### config.mk
export PLATFORM = sky130hd
export DESIGN_NAME = lsharp_reg_sequencer_flat
export DESIGN_NICKNAME = d
export VERILOG_FILES = /design/src/rtl/lsharp_reg_sequencer_pkg.sv /design/src/rtl/lsharp_reg_sequencer_if.sv /design/src/rtl/lsharp_reg_sequencer_onehot8.sv /design/src/rtl/lsharp_reg_sequencer.sv /design/src/flat_wrapper.sv
export SDC_FILE = /design/constraint.sdc
export NUM_CORES = 1
export LEC_CHECK = 0
export CAP_MARGIN = 0
export CELL_PAD_IN_SITES_DETAIL_PLACEMENT = 1
export CELL_PAD_IN_SITES_GLOBAL_PLACEMENT = 1
export CORE_ASPECT_RATIO = 0.6
export CORE_MARGIN = 8
export CORE_UTILIZATION = 28
export CTS_CLUSTER_DIAMETER = 80
export DETAILED_ROUTE_END_ITERATION = 10
export PLACE_DENSITY_LB_ADDON = 0.1
export SETUP_SLACK_MARGIN = 0.15
export SLEW_MARGIN = 20
export SYNTH_ARGS = -nofsm -noshare
export SYNTH_HDL_FRONTEND = slang
export SYNTH_SLANG_ARGS = --single-unit
### constraint.sdc
create_clock -name i_Clk -period 2.9 [get_ports i_Clk]
set_input_delay 0.58 -clock i_Clk [delete_from_list [all_inputs] [get_ports i_Clk]]
set_output_delay 0.58 -clock i_Clk [all_outputs]
set_load 0.005 [all_outputs]
### src/rtl/lsharp_reg_sequencer_pkg.sv
// Shared types for the LSharp register-transfer sequencer: op codes, register codes,
// FSM state encoding, latched command payload and op classification helpers.
package lsharp_reg_pkg;

   localparam int unsigned W8     = 8;
   localparam int unsigned W16    = 16;
   localparam int unsigned CODE_W = 3;
   localparam int unsigned SEL_W  = 8;

   typedef enum logic [2:0] {
      OP_MOV8  = 3'd0,
      OP_MOV16 = 3'd1,
      OP_LDI8  = 3'd2,
      OP_LDI16 = 3'd3,
      OP_INC16 = 3'd4,
      OP_DEC16 = 3'd5,
      OP_ILL6  = 3'd6,
      OP_ILL7  = 3'd7
   } op_e;

   typedef enum logic [2:0] {
      R8_W = 3'd0, R8_Z = 3'd1, R8_B = 3'd2, R8_C = 3'd3,
      R8_D = 3'd4, R8_E = 3'd5, R8_H = 3'd6, R8_L = 3'd7
   } reg8_e;

   // Codes 6/7 on the 16-bit side are legal but map to no register.
   typedef enum logic [2:0] {
      R16_WZ = 3'd0, R16_BC = 3'd1, R16_DE = 3'd2, R16_HL = 3'd3,
      R16_SP = 3'd4, R16_PC = 3'd5, R16_NONE6 = 3'd6, R16_NONE7 = 3'd7
   } reg16_e;

   typedef enum logic [1:0] {
      ST_IDLE  = 2'd0,
      ST_READ  = 2'd1,
      ST_WRITE = 2'd2,
      ST_DONE  = 2'd3
   } state_e;

   typedef struct packed {
      op_e               op;
      logic [CODE_W-1:0] src;
      logic [CODE_W-1:0] dst;
      logic [W16-1:0]    imm;
   } cmd_t;

   function automatic logic op_is_16bit(input op_e op);
      return (op == OP_MOV16) || (op == OP_LDI16) || (op == OP_INC16) || (op == OP_DEC16);
   endfunction

   function automatic logic op_has_read(input op_e op);
      return (op == OP_MOV8) || (op == OP_MOV16) || (op == OP_INC16) || (op == OP_DEC16);
   endfunction

   function automatic logic op_is_legal(input op_e op);
      return (op != OP_ILL6) && (op != OP_ILL7);
   endfunction

endpackage

### src/rtl/lsharp_reg_sequencer_if.sv
// Command handshake plus register-file select/strobe/data buses of the sequencer.
interface lsharp_reg_sequencer_if;

   logic        i_Enable;
   logic        i_Cmd_Valid;
   logic        o_Cmd_Ready;
   logic [2:0]  i_Cmd_Op;
   logic [2:0]  i_Cmd_Src;
   logic [2:0]  i_Cmd_Dst;
   logic [15:0] i_Cmd_Imm;
   logic [7:0]  o_Read8;
   logic [7:0]  o_Write8;
   logic [7:0]  o_Bus8;
   logic [7:0]  i_Bus8;
   logic [7:0]  o_Read16;
   logic [7:0]  o_Write16;
   logic [15:0] o_Bus16;
   logic [15:0] i_Bus16;
   logic        o_Done;
   logic        o_Err;
   logic [15:0] o_Result;

   modport slave (
      input  i_Enable, i_Cmd_Valid, i_Cmd_Op, i_Cmd_Src, i_Cmd_Dst, i_Cmd_Imm,
      input  i_Bus8, i_Bus16,
      output o_Cmd_Ready, o_Read8, o_Write8, o_Bus8, o_Read16, o_Write16, o_Bus16,
      output o_Done, o_Err, o_Result
   );

   modport master (
      output i_Enable, i_Cmd_Valid, i_Cmd_Op, i_Cmd_Src, i_Cmd_Dst, i_Cmd_Imm,
      output i_Bus8, i_Bus16,
      input  o_Cmd_Ready, o_Read8, o_Write8, o_Bus8, o_Read16, o_Write16, o_Bus16,
      input  o_Done, o_Err, o_Result
   );

endinterface

### src/rtl/lsharp_reg_sequencer_onehot8.sv
// 3-bit register code to one-hot select; all zero when not enabled.
module lsharp_onehot8
   import lsharp_reg_pkg::*;
(
   input  logic [CODE_W-1:0] i_code,
   input  logic              i_en,
   output logic [SEL_W-1:0]  o_onehot_c
);

   always_comb begin
      o_onehot_c = '0;
      if (i_en) o_onehot_c[i_code] = 1'b1;
   end

endmodule

### src/rtl/lsharp_reg_sequencer.sv
// Command-driven register-transfer sequencer: read -> optional +/-1 -> write, one command
// per handshake. Strobes are decoded only from registered state and latched fields.
module lsharp_reg_sequencer
   import lsharp_reg_pkg::*;
(
   input logic                    i_Clk,
   input logic                    i_Reset,
   lsharp_reg_sequencer_if.slave  bus
);

   state_e         state_q, state_d;
   cmd_t           cmd_q, cmd_d;
   logic [W16-1:0] temp_q, temp_d;
   logic [W16-1:0] result_q, result_d;

   logic           rd_active_c;
   logic           wr_active_c;
   logic           op16_c;
   logic [W16-1:0] rd16_c;
   op_e            in_op_c;

   always_ff @(posedge i_Clk) begin
      if (i_Reset) begin
         state_q  <= ST_IDLE;
         cmd_q    <= '0;
         temp_q   <= '0;
         result_q <= '0;
      end else begin
         state_q  <= state_d;
         cmd_q    <= cmd_d;
         temp_q   <= temp_d;
         result_q <= result_d;
      end
   end

   // 16-bit codes 6/7 have no backing register and read as zero.
   assign rd16_c  = (cmd_q.src >= CODE_W'(6)) ? '0 : bus.i_Bus16;
   assign in_op_c = op_e'(bus.i_Cmd_Op);

   always_comb begin
      state_d  = state_q;
      cmd_d    = cmd_q;
      temp_d   = temp_q;
      result_d = result_q;
      if (bus.i_Enable) begin
         unique case (state_q)
            ST_IDLE: begin
               if (bus.i_Cmd_Valid) begin
                  cmd_d.op  = in_op_c;
                  cmd_d.src = bus.i_Cmd_Src;
                  cmd_d.dst = bus.i_Cmd_Dst;
                  cmd_d.imm = bus.i_Cmd_Imm;
                  if (!op_is_legal(in_op_c)) begin
                     state_d = ST_DONE;
                  end else if (op_has_read(in_op_c)) begin
                     state_d = ST_READ;
                  end else begin
                     state_d = ST_WRITE;
                     temp_d  = (in_op_c == OP_LDI8) ? {8'h00, bus.i_Cmd_Imm[7:0]}
                                                    : bus.i_Cmd_Imm;
                  end
               end
            end
            ST_READ: begin
               state_d = ST_WRITE;
               unique case (cmd_q.op)
                  OP_MOV8:  temp_d = {8'h00, bus.i_Bus8};
                  OP_MOV16: temp_d = rd16_c;
                  OP_INC16: temp_d = rd16_c + W16'(1);
                  OP_DEC16: temp_d = rd16_c - W16'(1);
                  default:  temp_d = temp_q;
               endcase
            end
            ST_WRITE: begin
               state_d  = ST_DONE;
               result_d = temp_q;
            end
            ST_DONE: begin
               state_d = ST_IDLE;
            end
         endcase
      end
   end

   assign rd_active_c = (state_q == ST_READ);
   assign wr_active_c = (state_q == ST_WRITE);
   assign op16_c      = op_is_16bit(cmd_q.op);

   lsharp_onehot8 u_read8 (
      .i_code     (cmd_q.src),
      .i_en       (rd_active_c && !op16_c),
      .o_onehot_c (bus.o_Read8)
   );

   lsharp_onehot8 u_read16 (
      .i_code     (cmd_q.src),
      .i_en       (rd_active_c && op16_c),
      .o_onehot_c (bus.o_Read16)
   );

   lsharp_onehot8 u_write8 (
      .i_code     (cmd_q.dst),
      .i_en       (wr_active_c && !op16_c),
      .o_onehot_c (bus.o_Write8)
   );

   lsharp_onehot8 u_write16 (
      .i_code     (cmd_q.dst),
      .i_en       (wr_active_c && op16_c),
      .o_onehot_c (bus.o_Write16)
   );

   // The bus not being written this cycle is held at zero.
   assign bus.o_Bus8      = (wr_active_c && !op16_c) ? temp_q[7:0] : '0;
   assign bus.o_Bus16     = (wr_active_c && op16_c) ? temp_q : '0;
   assign bus.o_Cmd_Ready = (state_q == ST_IDLE);
   assign bus.o_Done      = (state_q == ST_DONE);
   assign bus.o_Err       = (state_q == ST_DONE) && !op_is_legal(cmd_q.op);
   assign bus.o_Result    = result_q;

endmodule

### src/flat_wrapper.sv
// flat-port wrapper written by rule: the top's interface ports become plain ports
module lsharp_reg_sequencer_flat import lsharp_reg_pkg::*;
  (i_Clk, i_Reset, bus_i_Enable, bus_i_Cmd_Valid, bus_i_Cmd_Op, bus_i_Cmd_Src, bus_i_Cmd_Dst, bus_i_Cmd_Imm, bus_i_Bus8, bus_i_Bus16, bus_o_Cmd_Ready, bus_o_Read8, bus_o_Write8, bus_o_Bus8, bus_o_Read16, bus_o_Write16, bus_o_Bus16, bus_o_Done, bus_o_Err, bus_o_Result);
  lsharp_reg_sequencer_if bus_i ();
  input logic i_Clk;
  input logic i_Reset;
  input wire logic [$bits(bus_i.i_Enable)-1:0] bus_i_Enable;
  input wire logic [$bits(bus_i.i_Cmd_Valid)-1:0] bus_i_Cmd_Valid;
  input wire logic [$bits(bus_i.i_Cmd_Op)-1:0] bus_i_Cmd_Op;
  input wire logic [$bits(bus_i.i_Cmd_Src)-1:0] bus_i_Cmd_Src;
  input wire logic [$bits(bus_i.i_Cmd_Dst)-1:0] bus_i_Cmd_Dst;
  input wire logic [$bits(bus_i.i_Cmd_Imm)-1:0] bus_i_Cmd_Imm;
  input wire logic [$bits(bus_i.i_Bus8)-1:0] bus_i_Bus8;
  input wire logic [$bits(bus_i.i_Bus16)-1:0] bus_i_Bus16;
  output wire logic [$bits(bus_i.o_Cmd_Ready)-1:0] bus_o_Cmd_Ready;
  output wire logic [$bits(bus_i.o_Read8)-1:0] bus_o_Read8;
  output wire logic [$bits(bus_i.o_Write8)-1:0] bus_o_Write8;
  output wire logic [$bits(bus_i.o_Bus8)-1:0] bus_o_Bus8;
  output wire logic [$bits(bus_i.o_Read16)-1:0] bus_o_Read16;
  output wire logic [$bits(bus_i.o_Write16)-1:0] bus_o_Write16;
  output wire logic [$bits(bus_i.o_Bus16)-1:0] bus_o_Bus16;
  output wire logic [$bits(bus_i.o_Done)-1:0] bus_o_Done;
  output wire logic [$bits(bus_i.o_Err)-1:0] bus_o_Err;
  output wire logic [$bits(bus_i.o_Result)-1:0] bus_o_Result;
  assign bus_i.i_Enable = bus_i_Enable;
  assign bus_i.i_Cmd_Valid = bus_i_Cmd_Valid;
  assign bus_i.i_Cmd_Op = bus_i_Cmd_Op;
  assign bus_i.i_Cmd_Src = bus_i_Cmd_Src;
  assign bus_i.i_Cmd_Dst = bus_i_Cmd_Dst;
  assign bus_i.i_Cmd_Imm = bus_i_Cmd_Imm;
  assign bus_i.i_Bus8 = bus_i_Bus8;
  assign bus_i.i_Bus16 = bus_i_Bus16;
  assign bus_o_Cmd_Ready = bus_i.o_Cmd_Ready;
  assign bus_o_Read8 = bus_i.o_Read8;
  assign bus_o_Write8 = bus_i.o_Write8;
  assign bus_o_Bus8 = bus_i.o_Bus8;
  assign bus_o_Read16 = bus_i.o_Read16;
  assign bus_o_Write16 = bus_i.o_Write16;
  assign bus_o_Bus16 = bus_i.o_Bus16;
  assign bus_o_Done = bus_i.o_Done;
  assign bus_o_Err = bus_i.o_Err;
  assign bus_o_Result = bus_i.o_Result;
  lsharp_reg_sequencer u_core (.i_Clk(i_Clk), .i_Reset(i_Reset), .bus(bus_i));
endmodule
# After elaboration in Yosys (flattened, before gate mapping)
# Index checks and enable logic that the tools add are counted.
dict set report word_totals {
  register_bits 43
  inputBits 53
  word_cells 78
  out_inout_bits 75
}
dict set report op_classes {
  n_mux 21
  magnitude_cmp 5
  eq_ne 19
  add_sub_neg 2
  reduce_logical 25
}
# operator n
set ops {}
lappend ops {{two-way mux 16 bit} 6}
lappend ops {{case mux 16 bit (4 select lines)} 1}
lappend ops {{two-way mux 8 bit} 5}
lappend ops {{case mux 16 bit (2 select lines)} 1}
lappend ops {{adder 16 x 1 -> 16 bit (second input constant)} 1}
lappend ops {{subtractor 16 x 1 -> 16 bit (second input constant)} 1}
lappend ops {{equality test 3 bit (second input constant)} 4}
lappend ops {{inequality test 3 bit (second input constant)} 4}
lappend ops {{logical AND 1 bit} 9}
lappend ops {{less-than comparator 3 x 4 -> 1 bit (second input constant)} 2}
lappend ops {{case mux 2 bit (4 select lines)} 1}
lappend ops {{demux 1 bit (select 3 bit)} 2}
lappend ops {{equality test 3 x 1 -> 1 bit (second input constant)} 2}
lappend ops {{equality test 3 x 2 -> 1 bit (second input constant)} 2}
lappend ops {{>= comparator 3 x 1 -> 1 bit (second input constant)} 2}
lappend ops {{logical NOT 3 bit} 2}
lappend ops {{logical OR 1 bit} 6}
lappend ops {{two-way mux 2 bit} 3}
lappend ops {{AND reduction 6 bit} 1}
lappend ops {{inequality test 5 bit (second input constant)} 1}
lappend ops {{equality test 2 bit (second input constant)} 2}
lappend ops {{inequality test 2 bit (second input constant)} 2}
lappend ops {{AND reduction 2 bit} 2}
lappend ops {{>= comparator 3 bit (second input constant)} 1}
lappend ops {{other kinds (7)} 9}

# Longest topological paths before layout
dict set report depth {
  word_depth 8
  mapped_depth 12
  mapped_depth_nobuf 9
}

# Modules after synthesis
# From an unflattened synthesis, not the netlist that was laid out.
dict set report unflattened {
  hier_cells 557
  hier_area_um2 4142.7
}
# mod cells_each area_each_um2 seq_area_each_um2 n_inst
set by_module_without_submodules {}
lappend by_module_without_submodules {lsharp_reg_sequencer 525 3762.4 860.8 1}
lappend by_module_without_submodules {lsharp_onehot8 8 95.1 0.0 4}

# Worst setup path before layout
# OpenSTA, ideal clock, no wires.
dict set report synth_timing {
  path_type {register to register}
  from {register u_core.cmd_q[21] (netlist name)}
  to {register u_core.temp_q[12]}
  synth_period_minus_slack_ps 2892
  setup_ps 115
  t_required_ps 2785
  t_arrival_ps 2777
  path_buffers 3
  path_stages_with_launch 13
  setup_slack_ps 8
  cell_sequence {dfxtp_1 buf_2 nand2_1 clkbuf_1 and2_1 fa_1 clkbuf_1 or4_1 a22oi_1 a21o_1 o21ai_0 xnor2_1 a2111oi_0}
}
dict set report synth_via {
  elab_chain_len 5
  elab_cells_between_ends 6
  cone_classes {2 x add/sub; 1 x order compare; 3 x mux}
}
# element line_no
set synth_lines {}
lappend synth_lines {{start: declaration} lsharp_reg_sequencer.sv:12} ;# cmd_t cmd_q, cmd_d;
lappend synth_lines {{start signal: assignment} lsharp_reg_sequencer.sv:30} ;# cmd_q <= cmd_d;
lappend synth_lines {{>= comparator 3 bit *} lsharp_reg_sequencer.sv:37} ;# assign rd16_c = (cmd_q.src >= CODE_W'(6)) ? '0 : bus.i_Bus16;
lappend synth_lines {{two-way mux 16 bit *} lsharp_reg_sequencer.sv:37}
lappend synth_lines {{subtractor 16 x 1 -> 16 bit / adder 16 x 1 -> 16 bit (equally long branches)} {lsharp_reg_sequencer.sv:70, lsharp_reg_sequencer.sv:69}}
lappend synth_lines {{case mux 16 bit (4 select lines) *} lsharp_reg_sequencer.sv:66} ;# unique case (cmd_q.op)
lappend synth_lines {{case mux 16 bit (2 select lines) *} lsharp_reg_sequencer.sv:46} ;# unique case (state_q)
lappend synth_lines {{end signal: assignment} lsharp_reg_sequencer.sv:31} ;# temp_q <= temp_d;
lappend synth_lines {{end: declaration} lsharp_reg_sequencer.sv:13} ;# logic [W16-1:0] temp_q, temp_d;
# Mark *: on every way between the ends. The rest lies on a longest branch, timed or not.
# A chain may end at the register's enable or synchronous reset.

# Final worst setup path
dict set report layout_timing {
  from {register u_core.cmd_q[24] (netlist name)}
  to {output port bus_o_Write8[4]}
}
dict set report layout_via {
  elab_chain_len 7
  elab_cells_between_ends 10
  cone_classes {4 x eq/ne; 1 x mux; 5 x reduce/logical}
}
# element line_no
set layout_lines {}
lappend layout_lines {{equality test 3 x 1 -> 1 bit / equality test 3 x 2 -> 1 bit (equally long branches)} lsharp_reg_sequencer_pkg.sv:47} ;# return (op == OP_MOV16) || (op == OP_LDI16) || (op == OP_INC16) || (op == OP_DEC16);
lappend layout_lines {{logical OR 1 bit (2 in series)} lsharp_reg_sequencer_pkg.sv:47}
lappend layout_lines {{logical OR 1 bit *} lsharp_reg_sequencer_pkg.sv:47}
lappend layout_lines {{logical NOT 1 bit *} lsharp_reg_sequencer.sv:103} ;# .i_en (wr_active_c && !op16_c),
lappend layout_lines {{logical AND 1 bit *} lsharp_reg_sequencer.sv:103}
lappend layout_lines {{two-way mux 8 bit *} lsharp_reg_sequencer_onehot8.sv:12} ;# if (i_en) o_onehot_c[i_code] = 1'b1;
lappend layout_lines {{end: declaration} flat_wrapper.sv:17} ;# output wire logic [$bits(bus_i.o_Write8)-1:0] bus_o_Write8;
# Marks and branches as above.

==> results.sh <==
export IMPL_track_usage=0.1980
export IMPL_finClkSkew_ns=0.01114
export IMPL_wl_per_cell_um=20.57
export IMPL_arrival_ns=2.06
export IMPL_cts_path_max_buffers=2
export IMPL_wl_um=16910
export IMPL_grt_pass1_vias=4711
export IMPL_dp_cells=813
export IMPL_synth_seq_area_share=0.2432
export IMPL_syn_num_nets=578
export IMPL_cts_tree="yes"
export IMPL_final_common_cell="clkdlybuf4s50_1"
export IMPL_syn_area_sq_mm=0.003540
export IMPL_hpwl_um=13670
export IMPL_ios=128
export IMPL_num_rows=31
export IMPL_insertion_delay_ns=0.29
export IMPL_maxSlewViolCount=0
export IMPL_cp_required_ns=2.32
export IMPL_die_area_sq_mm=0.01661
export IMPL_n_antenna_cell=0
export IMPL_maxCapViolCount=0
export IMPL_worst_slew_pin_slew_ns=0.7427
export IMPL_use_met1=0.2816
export IMPL_ys_flop_type="dfxtp_1"
export IMPL_syn2layout_area_growth_pct=54.83
export IMPL_grt_busiest_layer="met2"
export IMPL_grt_overflow=0
export IMPL_clock_sinks=43
export IMPL_vdd_drop_max_mv=0.2415
export IMPL_gp_congestion=0.9853
export IMPL_relSlewSlack=0.5038
export IMPL_drc_errors=0
export IMPL_finalCritPeriodShare=0.9105
export IMPL_synth_edf_count=0
export IMPL_grt_max_degree=30
export IMPL_grt_antenna_before_repair=0
export IMPL_use_met3=0.04665
export IMPL_dieHeight_um=103.1
export IMPL_cts_root_buf="clkbuf_16"
export IMPL_syn_area_per_cell_sq_um=6.860
export IMPL_setup_slack_ns=0.2596
export IMPL_leakage_uw=0.002007
export IMPL_crit_fanout=12
export IMPL_die_w_um=161.2
export IMPL_drive_above_1_share=0.1431
export IMPL_cp_end_kind="primary output"
export IMPL_htree_levels=2
export IMPL_rsz0062_at_grt="no"
export IMPL_hold_viol_final=0
export IMPL_power_density_mw_per_mm2=318.0
export IMPL_yosys_cell_types_count=70
export IMPL_via_per_inst=5.454
export IMPL_ys_seq_elements=43
export IMPL_cts_buffers=5
export IMPL_stdcell_count=822
export IMPL_fmax_mhz=378.7
export IMPL_yosysWarnings=0
export IMPL_cp_start_kind="register"
export IMPL_finalPower_uw=1743
export IMPL_design_core_area_sq_mm=0.01218
export IMPL_place_ws_ns=-0.2579
export IMPL_hold_class="reg -> reg"
export IMPL_drt_iter0_drc=242
export IMPL_start_util=0.2906
export IMPL_port_buffers=127
export IMPL_vias=4483
export IMPL_synth_cells=516
export IMPL_crit_type="reg -> out"
export IMPL_min_period_ns=2.640
export IMPL_dr_pass1_iters=6
export IMPL_clk_pin_slew_worst_paths_ns=0.07
export IMPL_grt_pass1_wl_um=26300
export IMPL_final_nets=718
export IMPL_status="finished clean"
export IMPL_final_setup_viol_count=0
export IMPL_grt_util_met2=0.3062
export IMPL_ant_nets=0
export IMPL_final_cell_mix="clkdlybuf4s50_1, nand2_1, a21oi_1, buf_4, nor2_1"
export IMPL_async_reset_ff_frac=0
[sequential cells by signal (all words and copies together), names as in the netlist]
name	count
u_core.bus.o_Result	16
u_core.temp_q	16
u_core.cmd_q	9
u_core.state_q	2
[worst max-delay path: stages, from the launching register on]
cell and delay [ns]:
dfxtp_4 0.39, o21ai_0 0.23, buf_4 0.23, nand3_1 0.16, nor3_1 0.22, clkdlybuf4s50_1 0.55
[final timing paths]
path	startpoint	end	slack [ns]	depth (start not counted)
hold reg to reg	u_core.bus.o_Result[12]	u_core.bus.o_Result[12]	0.46	2
setup reg to reg	u_core.cmd_q[20]	u_core.temp_q[8]	0.32	10
setup / recovery	u_core.cmd_q[24]	bus_o_Write8[4]	0.26	5
hold / removal	u_core.bus.o_Result[12]	u_core.bus.o_Result[12]	0.46	2
[report_power, final]
group,internal [uW],leakage (uW),total (uW),switching [uW]
Sequential,621,0.000351,663,41.8
Clock,318,0.0000669,560,241
Combinational,233,0.00159,520,287
Total,1170,0.00201,1740,570
[synthesized netlist by cell type (2+ instances only)]
cell type | count | area share
o21ai_0 | 20 | 0.028
o41ai_1 | 2 | 0.0049
dfxtp_1 | 43 | 0.24
nand2b_1 | 5 | 0.0088
nor4_1 | 10 | 0.018
and2_1 | 9 | 0.016
o31ai_1 | 2 | 0.0042
o21ai_1 | 3 | 0.0042
nand3_1 | 20 | 0.028
nor2b_1 | 4 | 0.0071
clkbuf_1 | 31 | 0.033
or4_4 | 2 | 0.0064
a21o_1 | 2 | 0.0042
buf_1 | 6 | 0.0064
mux2i_1 | 4 | 0.011
o2111ai_1 | 4 | 0.0099
o32ai_1 | 2 | 0.0049
nor2_1 | 42 | 0.045
and4b_1 | 2 | 0.0057
or3b_2 | 3 | 0.0074
nand2_1 | 84 | 0.089
a211oi_1 | 8 | 0.017
a21bo_2 | 3 | 0.0085
a21boi_0 | 2 | 0.0042
and3_1 | 29 | 0.051
ha_1 | 8 | 0.028
xnor2_1 | 10 | 0.025
a211o_1 | 2 | 0.0049
a31oi_1 | 2 | 0.0035
a311oi_1 | 6 | 0.015
and2_0 | 2 | 0.0035
a22oi_1 | 2 | 0.0042
a21oi_1 | 51 | 0.072
buf_2 | 9 | 0.013
inv_1 | 7 | 0.0074
nand4_1 | 4 | 0.0071
or3_1 | 3 | 0.0053
a2111oi_0 | 3 | 0.0074
o211ai_1 | 8 | 0.017
nor3_1 | 25 | 0.035
nand3b_1 | 2 | 0.0042
o22ai_1 | 2 | 0.0035
[repair_timing]
item | in CTS | in global routing
pin swaps | 7 | 3
hold buffers | 0 | 0
buffers inserted | 1 | 0
setup endpoints to repair | 31 | 21
gates resized for setup | 13 | 13
[cell type report]
cell class	count	area, sq um
well taps	165	206.4
multi-input cells	419	2567
fillers	1537	6699
flip-flops and latches	43	869.6
clock inverters	2	12.51
repair buffers	179	1663
inverters	8	32.53
clock buffers	6	128.9
[cells by family after synthesis]
| logic type | synth area share |
|---|---|
| XOR/XNOR | 0.02722 |
| adder cells (fa/ha/maj) | 0.03394 |
| AND/OR/NAND/NOR | 0.3616 |
| buffers and inverters | 0.06115 |
| AO/OA/AOI/OAI | 0.2616 |
| multiplexers | 0.01131 |
| flip-flops | 0.2432 |
[routing by layer]
metal,wire [um],vias up
li1,-,2152
met5,0,-
met2,7256,124
met4,98,0
met1,8363,2199
met3,1192,8
[stage by stage]
step	cell area, sq um	setup TNS [ns]	hold slack, ns	util
6_report	5480	0	0.4569	0.4500
4_1_cts	5430	0	0.4614	0.4459
3_5_place_dp	5231	-2.261	0.4509	0.4295
3_3_place_gp	5231	-2.023	0.4461	0.4295
2_1_floorplan	3587	0	0.4337	-
5_1_grt	5480	0	0.4865	0.4500
No activity file was read; power rests on OpenSTA's default activity.
